--- src/rtl/seq_chk_pkg.sv ---
// Shared types and constants for the bounded-repetition sequence checker.
package seq_chk_pkg;

  localparam int CAUSE_W = 2;

  typedef enum logic {
    IDLE = 1'b0,
    RUN  = 1'b1
  } state_t;

  typedef enum logic [CAUSE_W-1:0] {
    NONE  = 2'd0,
    BREAK = 2'd1,
    OVER  = 2'd2,
    UNDER = 2'd3
  } cause_t;

endpackage

--- src/rtl/seq_rep_chan.sv ---
// One checker channel for start ##1 cond[*REP_MIN:REP_MAX] ##1 fin.
// The FSM decides in the cycle fin/cond resolves the attempt; the result
// is registered and reported one cycle later as a single-cycle pulse.
module seq_rep_chan
  import seq_chk_pkg::*;
#(
  parameter int CNT_W   = 8,
  parameter int REP_MIN = 3,
  parameter int REP_MAX = 4,
  parameter int FCNT_W  = 16
) (
  input  logic               clk,
  input  logic               rst_n,
  input  logic               i_en,
  input  logic               i_clr,
  input  logic               i_start,
  input  logic               i_cond,
  input  logic               i_fin,
  output logic               o_busy,
  output logic               o_pass,
  output logic               o_fail,
  output logic [CAUSE_W-1:0] o_cause,
  output logic               o_dropped,
  output logic [FCNT_W-1:0]  o_fcount
);

  state_t             r_state;
  logic [CNT_W-1:0]   r_cnt;
  logic               r_pass;
  logic               r_fail;
  cause_t             r_cause;
  logic               r_dropped;
  logic [FCNT_W-1:0]  r_fcount;

  state_t             w_state_next;
  logic [CNT_W-1:0]   w_cnt_next;
  logic               w_pass_next;
  logic               w_fail_next;
  cause_t             w_cause_next;
  logic               w_drop_next;
  logic               w_decide;

  logic               w_ge_min;
  logic               w_le_max;
  logic               w_over;
  logic               w_sat;

  // Bound comparisons are resolved at elaboration where a bound makes
  // them trivially true/false, so no constant compares reach synthesis.
  if (REP_MIN == 0) begin : g_min_zero
    assign w_ge_min = 1'b1;
  end else begin : g_min_cmp
    assign w_ge_min = (r_cnt >= CNT_W'(REP_MIN));
  end

  if (REP_MAX == 0) begin : g_unbounded
    assign w_le_max = 1'b1;
    assign w_over   = 1'b0;
  end else begin : g_bounded
    // One extra bit so cnt+1 cannot wrap when REP_MAX is all-ones.
    logic [CNT_W:0] w_cnt_inc;
    assign w_cnt_inc = {1'b0, r_cnt} + {{CNT_W{1'b0}}, 1'b1};
    assign w_le_max  = (r_cnt <= CNT_W'(REP_MAX));
    assign w_over    = (w_cnt_inc > (CNT_W + 1)'(REP_MAX));
  end

  assign w_sat = &r_cnt;

  // Next-state, counter and decision logic for the two-state FSM.
  always_comb begin
    w_state_next = r_state;
    w_cnt_next   = r_cnt;
    w_pass_next  = 1'b0;
    w_fail_next  = 1'b0;
    w_cause_next = NONE;
    w_drop_next  = 1'b0;
    w_decide     = 1'b0;
    case (r_state)
      IDLE: begin
        if (i_en && i_start) begin
          w_state_next = RUN;
          w_cnt_next   = '0;
        end
      end
      RUN: begin
        if (!i_en) begin
          w_state_next = IDLE;
          w_cnt_next   = '0;
        end else if (i_fin) begin
          w_decide = 1'b1;
          if (w_ge_min && w_le_max) begin
            w_pass_next = 1'b1;
          end else begin
            w_fail_next  = 1'b1;
            w_cause_next = UNDER;
          end
        end else if (i_cond) begin
          if (w_over) begin
            w_decide     = 1'b1;
            w_fail_next  = 1'b1;
            w_cause_next = OVER;
          end else if (!w_sat) begin
            w_cnt_next = r_cnt + 1'b1;
          end
        end else begin
          w_decide     = 1'b1;
          w_fail_next  = 1'b1;
          w_cause_next = BREAK;
        end

        // A start in the deciding cycle re-arms; otherwise it is dropped.
        if (w_decide) begin
          w_state_next = i_start ? RUN : IDLE;
          w_cnt_next   = '0;
        end else if (i_en && i_start) begin
          w_drop_next = 1'b1;
        end
      end
      default: begin
        w_state_next = IDLE;
        w_cnt_next   = '0;
      end
    endcase
  end

  // State, counter and registered result pulses.
  always_ff @(posedge clk or negedge rst_n) begin
    if (!rst_n) begin
      r_state   <= IDLE;
      r_cnt     <= '0;
      r_pass    <= 1'b0;
      r_fail    <= 1'b0;
      r_cause   <= NONE;
      r_dropped <= 1'b0;
    end else begin
      r_state   <= w_state_next;
      r_cnt     <= w_cnt_next;
      r_pass    <= w_pass_next;
      r_fail    <= w_fail_next;
      r_cause   <= w_cause_next;
      r_dropped <= w_drop_next;
    end
  end

  // Saturating failure counter fed by the registered fail pulse; clr wins.
  always_ff @(posedge clk or negedge rst_n) begin
    if (!rst_n) begin
      r_fcount <= '0;
    end else if (i_clr) begin
      r_fcount <= '0;
    end else if (r_fail && !(&r_fcount)) begin
      r_fcount <= r_fcount + 1'b1;
    end
  end

  assign o_busy    = (r_state == RUN);
  assign o_pass    = r_pass;
  assign o_fail    = r_fail;
  assign o_cause   = r_cause;
  assign o_dropped = r_dropped;
  assign o_fcount  = r_fcount;

endmodule

--- config.mk ---
export PLATFORM = sky130hd
export DESIGN_NAME = seq_rep_chan
export DESIGN_NICKNAME = d
export VERILOG_FILES = /design/src/rtl/seq_chk_pkg.sv /design/src/rtl/seq_rep_chan.sv
export SDC_FILE = /design/constraint.sdc
export NUM_CORES = 1
export LEC_CHECK = 0
export ABC_AREA = 1
export CAP_MARGIN = 0
export CORE_MARGIN = 5
export CORE_UTILIZATION = 55
export CTS_BUF_LIST = sky130_fd_sc_hd__clkbuf_2 sky130_fd_sc_hd__clkbuf_4 sky130_fd_sc_hd__clkbuf_8
export DETAILED_ROUTE_END_ITERATION = 7
export PLACE_DENSITY = 0.85
export SLEW_MARGIN = 15
export SYNTH_ARGS = -nofsm -noshare
export SYNTH_HDL_FRONTEND = slang
export SYNTH_SLANG_ARGS = --single-unit
--- constraint.sdc ---
create_clock -name clk -period 1.7 [get_ports clk]
set_input_delay 0.425 -clock clk [delete_from_list [all_inputs] [get_ports clk]]
set_output_delay 0.425 -clock clk [all_outputs]
set_load 0.01 [all_outputs]
==> results of run 1 <==
==> power breakdown <==
part	internal (mW)	total (mW)	switching (mW)
sequential	0.721	0.727	0.00646
clock	0.216	0.479	0.263
combinational	0.0455	0.115	0.0698
==> layout by cell type (no fill, tap or decap), types with 4 or more instances in the layout <==
cell	count
buf_4	24
dlymetal6s2s_1	6
inv_1	30
dlygate4sd2_1	12
o21ai_1	5
clkdlybuf4s50_1	10
xor2_1	4
o21ai_0	5
nor2_1	34
nand3_1	20
dfrtp_1	23
nand4_1	12
dfrtp_2	7
clkbuf_4	6
nand2_1	67
==> layer usage <==
metal / global-route usage (%) / part of all wire (%)
met4: 14.2 / 6.0
met5: 0 / 0
met1: 26.0 / 37
met2: 37.0 / 48
met3: 7.42 / 8.4
==> flip-flops by register name, indices dropped and copies added, names as in the netlist <==
register   cells
o_pass         1
o_cause        2
r_cnt          8
o_busy         1
o_fcount      16
o_dropped      1
o_fail         1
==> cells by family after synthesis <==
group                      count (synthesis)  synth area share (%)
AOI/OAI and AO/OA                         17                  5.44
xor gates and xnor gates                   5                  2.48
adders and majority gates                  3                  2.12
buffers and inverters                     35                  8.13
DFF                                       30                  42.4
and+or+nand+nor                          152                  39.4
==> through the flow <==
| step | utilization [%] | setup TNS, ns |
|---|---|---|
| global route | 77.8 | -0.163 |
| finish | 77.8 | 0 |
| CTS | 73.0 | 0 |
| global placement | 69.3 | 0 |
| detailed placement | 69.3 | 0 |
| floorplan | - | 0 |
==> area by class of cell <==
| type | count | area share, % |
|---|---|---|
| sequential | 30 | 31.7 |
| clock inverter | 1 | 0.209 |
| timing repair buffer | 53 | 19.7 |
| tap | 44 | 2.30 |
| clock buffer | 7 | 2.46 |
| multi-input combinational | 177 | 38.5 |
| inverter | 32 | 5.12 |
==> timing repair <==
item,CTS,global route
hold buffers,0,0
pin swaps,0,11
hold endpoints to repair,0,0
buffers inserted,8,10
setup endpoints to repair,17,23
gates cloned,0,0
resized for setup,17,19
==> worst max-delay path, stage by stage (launching register included) <==
cell and delay [ns]:
dfrtp_1 0.38, buf_4 0.12, buf_4 0.10, inv_1 0.06, nor3_2 0.35, nand4_1 0.22, nand4_1 0.18, o21ai_0 0.11
==> path summary, 6_finish.rpt <==
path | depth (start not counted) | endpoint | slack [ns]
max in group asynchronous | 2 | r_cnt[0]$_DFFE_PN0P_ | 0.94
worst max-delay path | 7 | o_fcount[13]$_DFFE_PN0P_ | 0.04
worst max register to register | 7 | o_fcount[13]$_DFFE_PN0P_ | 0.04
worst min register to register | 2 | o_fcount[12]$_DFFE_PN0P_ | 0.58
worst min-delay path | 2 | o_fcount[3]$_DFFE_PN0P_ | 0.45
min in group clk | 2 | o_fcount[12]$_DFFE_PN0P_ | 0.58
==> impl_metrics.yaml, run 1 <==
placement:
  dp.final_hpwl_mm: 3.21
  globalplace.congestion: 0.891
  portBuffers: 28
  preCtsSetupSlack_ns: 0.0517
  placed_cell_area_um2: 2130
  place_inst: 318
timing:
  fin_hold_ws_ns: 0.447
  postLayoutSetupSlackWorst_ns: 0.0386
  slew_headroom_pct: 75.2
  hold_violations: 0
  drv_slew: 0
  finalCritPeriodShare_pct: 97.7
  skew_ns: 0.0208
  worstMarginPinSlew_ns: 0.373
  fmax_mhz: 602
  setup_violations: 0
  finalCriticalPeriod_ns: 1.66
cells_and_area:
  fin_nets: 309
  drive_gt1_share_pct: 19.7
  n_fill_cell: 213
  area_delta_synth_final_pct: 35.3
  antennaDiodeCount: 0
  register_area_um2: 759
  design_area_um2: 2390
  fin_cells: 344
  multi_input_area_um2: 921
clocking:
  cts_tree: "built"
  clk_latency_ns: 0.36
  numCtsBuffers: 5
  path_clk_slew_ns: 0.11
  htree_levels: 2
  clock_sinks: 30
  clk_path_buf_depth: 2
  cts_root_buf: "clkbuf_4"
setup_path:
  crit_fanout: 3
  rr_startpoint: "o_fcount[0]$_DFFE_PN0P_"
  worstPathArrival_ns: 1.88
  cp.required_ns: 1.92
  critPathLaunchType: "flip-flop"
  critPathCaptureType: "flip-flop"
  crit_type: "reg -> reg"
  crit_start: "o_fcount[0]$_DFFE_PN0P_"
power_and_ir_drop:
  power_density_nw_per_um2: 552
  vdd_drop_max_mv: 0.423
  leakagePower_nw: 1.31
  p_total_mw: 1.32
synthesis:
  synthFlopType: "dfrtp_1"
  synth_top_area_cell: "dfrtp_1"
  yosysMostFrequentCell: "nand2_1"
  synth.net_count: 252
  synth_edf_count: 0
  ys_seq_area_share_pct: 42.4
  synth_top_area_share_pct: 42.4
  yosys_register_bits: 30
  syn_inst: 242
  syn_area_um2: 1770
  synthTopCellsByArea: "dfrtp_1, nand2_1, nor2_1"
  async_reset_ff_share_pct: 100
  yosysUniqueCellTypes: 27
  synth.yosys.warnings: 0
  synth.top_cells.by_count: "nand2_1, nor2_1, dfrtp_1, inv_1, nand3_1"
  avgSynthCellArea_um2: 7.31
grt:
  grt_antenna_before_repair: 0
  grt_overflow_total: 0
  grt_pass1_vias: 1692
  grt_pass1_wl_mm: 7.53
  grt_max_degree: 31
  grtUsageTotal_pct: 22.9
worst_hold_path:
  hold_path.class: "in -> async"
drt:
  drt-total-wl_mm: 5.29
  vias: 1989
  drc: 0
  firstDrtPassIters: 8
  avgViaCountPerCell: 5.78
  ant_nets: 0
  drtIter0Drc: 357
  wire_per_inst_um: 15.4
die:
  die_y_um: 66.7
  pin_count: 29
  initial_core_util_pct: 57.5
  rows: 20
  die_width_um: 66.7
  fp.dieArea_um2: 4450
  core_um2: 3080
run:
  maxCapViolCount: 0
status:
  status: "completed"
No activity file was read; power rests on OpenSTA's default activity.
==> run 2, diff against run 1 <==
Settings changed: GPL_TIMING_DRIVEN from default to 0.
==> run 2 against run 1 <==
Net effect: final cell count unchanged; die area unchanged; highest routed layer unchanged; combinational power decreased by 6%; critical path type is now reg -> out; critical endpoint is now o_fcount[14].
==> impl_metrics.yaml, run 2 (synthesis gave the netlist of run 1 again) <==
timing:
  drv_slew: 0
  finalCritPeriodShare_pct: 98.6
  worstMarginPinSlew_ns: 0.667
  hold_violations: 0
  slew_headroom_pct: 55.6
  fmax_mhz: 597
  rsz0062_at_grt: "yes"
  finalCriticalPeriod_ns: 1.68
  postLayoutSetupSlackWorst_ns: 0.0236
  setup_violations: 0
  skew_ns: 0.0215
setup_path:
  cp_top_family: "buffers and inverters"
  crit_fanout: 2
  worstPathArrival_ns: 1.25
  crit_start: "o_fcount[14]$_DFFE_PN0P_"
  regToRegSetupSlack_ns: 0.07
  crit_cells: 1
  rr_startpoint: "o_fcount[1]$_DFFE_PN0P_"
  cp_slowest_stage_delay_ns: 0.55
  path_cells: "clkdlybuf4s50_1"
  path_buf_inv: 1
  crit_slowest_cell: "clkdlybuf4s50_1"
  critPathCaptureType: "primary output"
  worst-r2r-cell-count: 9
  critPathLaunchType: "flip-flop"
  crit_type: "reg -> out"
  cp.required_ns: 1.27
cells_and_area:
  largest_register_ffs: 16
  design_area_um2: 2400
  drive_gt1_share_pct: 20.7
  fin_cells: 344
  fin_nets: 309
  final_cell_mix: "nand2_1, nor2_1, inv_1"
  area_delta_synth_final_pct: 35.6
  antennaDiodeCount: 0
  n_fill_cell: 213
  layout_commonest_cell: "nand2_1"
drt:
  ant_nets: 0
  drt-total-wl_mm: 4.77
  drtIter0Drc: 189
  wire_per_inst_um: 13.9
  vias: 1851
  drc: 0
  avgViaCountPerCell: 5.38
  firstDrtPassIters: 5
placement:
  placed_cell_area_um2: 2100
  dp.final_hpwl_mm: 3.02
  globalplace.congestion: 0.932
  portBuffers: 28
  place_inst: 314
  preCtsSetupSlack_ns: 0.0522
power_and_ir_drop:
  p_total_mw: 1.41
  leakagePower_nw: 1.37
  vdd_drop_max_mv: 0.394
  power_density_nw_per_um2: 588
clocking:
  cts_root_buf: "clkbuf_4"
  cts_tree: "built"
  clk_path_buf_depth: 2
  path_clk_slew_ns: 0.12
  clk_latency_ns: 0.34
  clock_sinks: 30
  htree_levels: 2
  cts_hold_buf: 0
  numCtsBuffers: 5
grt:
  grt_pass1_wl_mm: 7.45
  grt_overflow_total: 0
  grtUsageTotal_pct: 22.2
  grt_max_degree: 31
  grt_antenna_before_repair: 0
  grt_pass1_vias: 1698
die:
  fp.dieArea_um2: 4450
  die_y_um: 66.7
  pin_count: 29
  die_width_um: 66.7
  core_um2: 3080
  initial_core_util_pct: 57.5
  rows: 20
worst_hold_path:
  hold_path.class: "in -> async"
status:
  status: "completed"
run:
  maxCapViolCount: 0
-- run 2: through the flow --
step	hold slack, ns	TNS, ns	utilization (%)
floorplan	0.129	0	-
global placement	0.540	-9.27	68.4
detailed placement	0.494	0	68.2
CTS	0.125	0	73.6
global route	0.154	-0.0419	78.0
finish	0.0996	0	78.0
-- run 2: power breakdown --
part | total (mW) | switching, mW | internal (mW)
clock | 0.578 | 0.273 | 0.304
sequential | 0.726 | 0.00515 | 0.721
combinational | 0.108 | 0.0682 | 0.0401
total | 1.41 | 0.346 | 1.07
-- run 2: layout make-up --
| cell class | instances | area (µm²) | area share [%] |
|---|---|---|---|
| inverter | 32 | 123 | 5.11 |
| clock buffer | 5 | 37.5 | 1.56 |
| clock inverter | 3 | 40.0 | 1.67 |
| multi-input combinational | 177 | 902 | 37.6 |
| tap | 44 | 55.1 | 2.29 |
| buffer | 3 | 23.8 | 0.991 |
| sequential | 30 | 759 | 31.6 |
| timing repair buffer | 50 | 459 | 19.1 |
-- run 2: final timing paths --
path,endpoint
hold / removal,o_fcount[8]$_DFFE_PN0P_
min in group clk,r_cnt[4]$_DFFE_PN0P_
max in group asynchronous,r_cnt[1]$_DFFE_PN0P_
setup reg to reg,o_fcount[4]$_DFFE_PN0P_
setup / recovery,o_fcount[14]
hold reg to reg,r_cnt[4]$_DFFE_PN0P_
-- run 2: layer usage --
metal	track usage [%]	part of all wire (%)	vias to the layer above
met2	39.0	52	75
met4	9.14	2.6	0
met5	0	0	-
met3	5.40	6.4	14
li1	-	-	894
met1	25.6	39	868
-- run 2: what timing repair did --
item,CTS,global route
gates cloned,0,0
buffers inserted,12,10
hold endpoints to repair,0,0
endpoints found under the setup margin,17,33
gates resized for setup,12,23
pin swaps,0,9
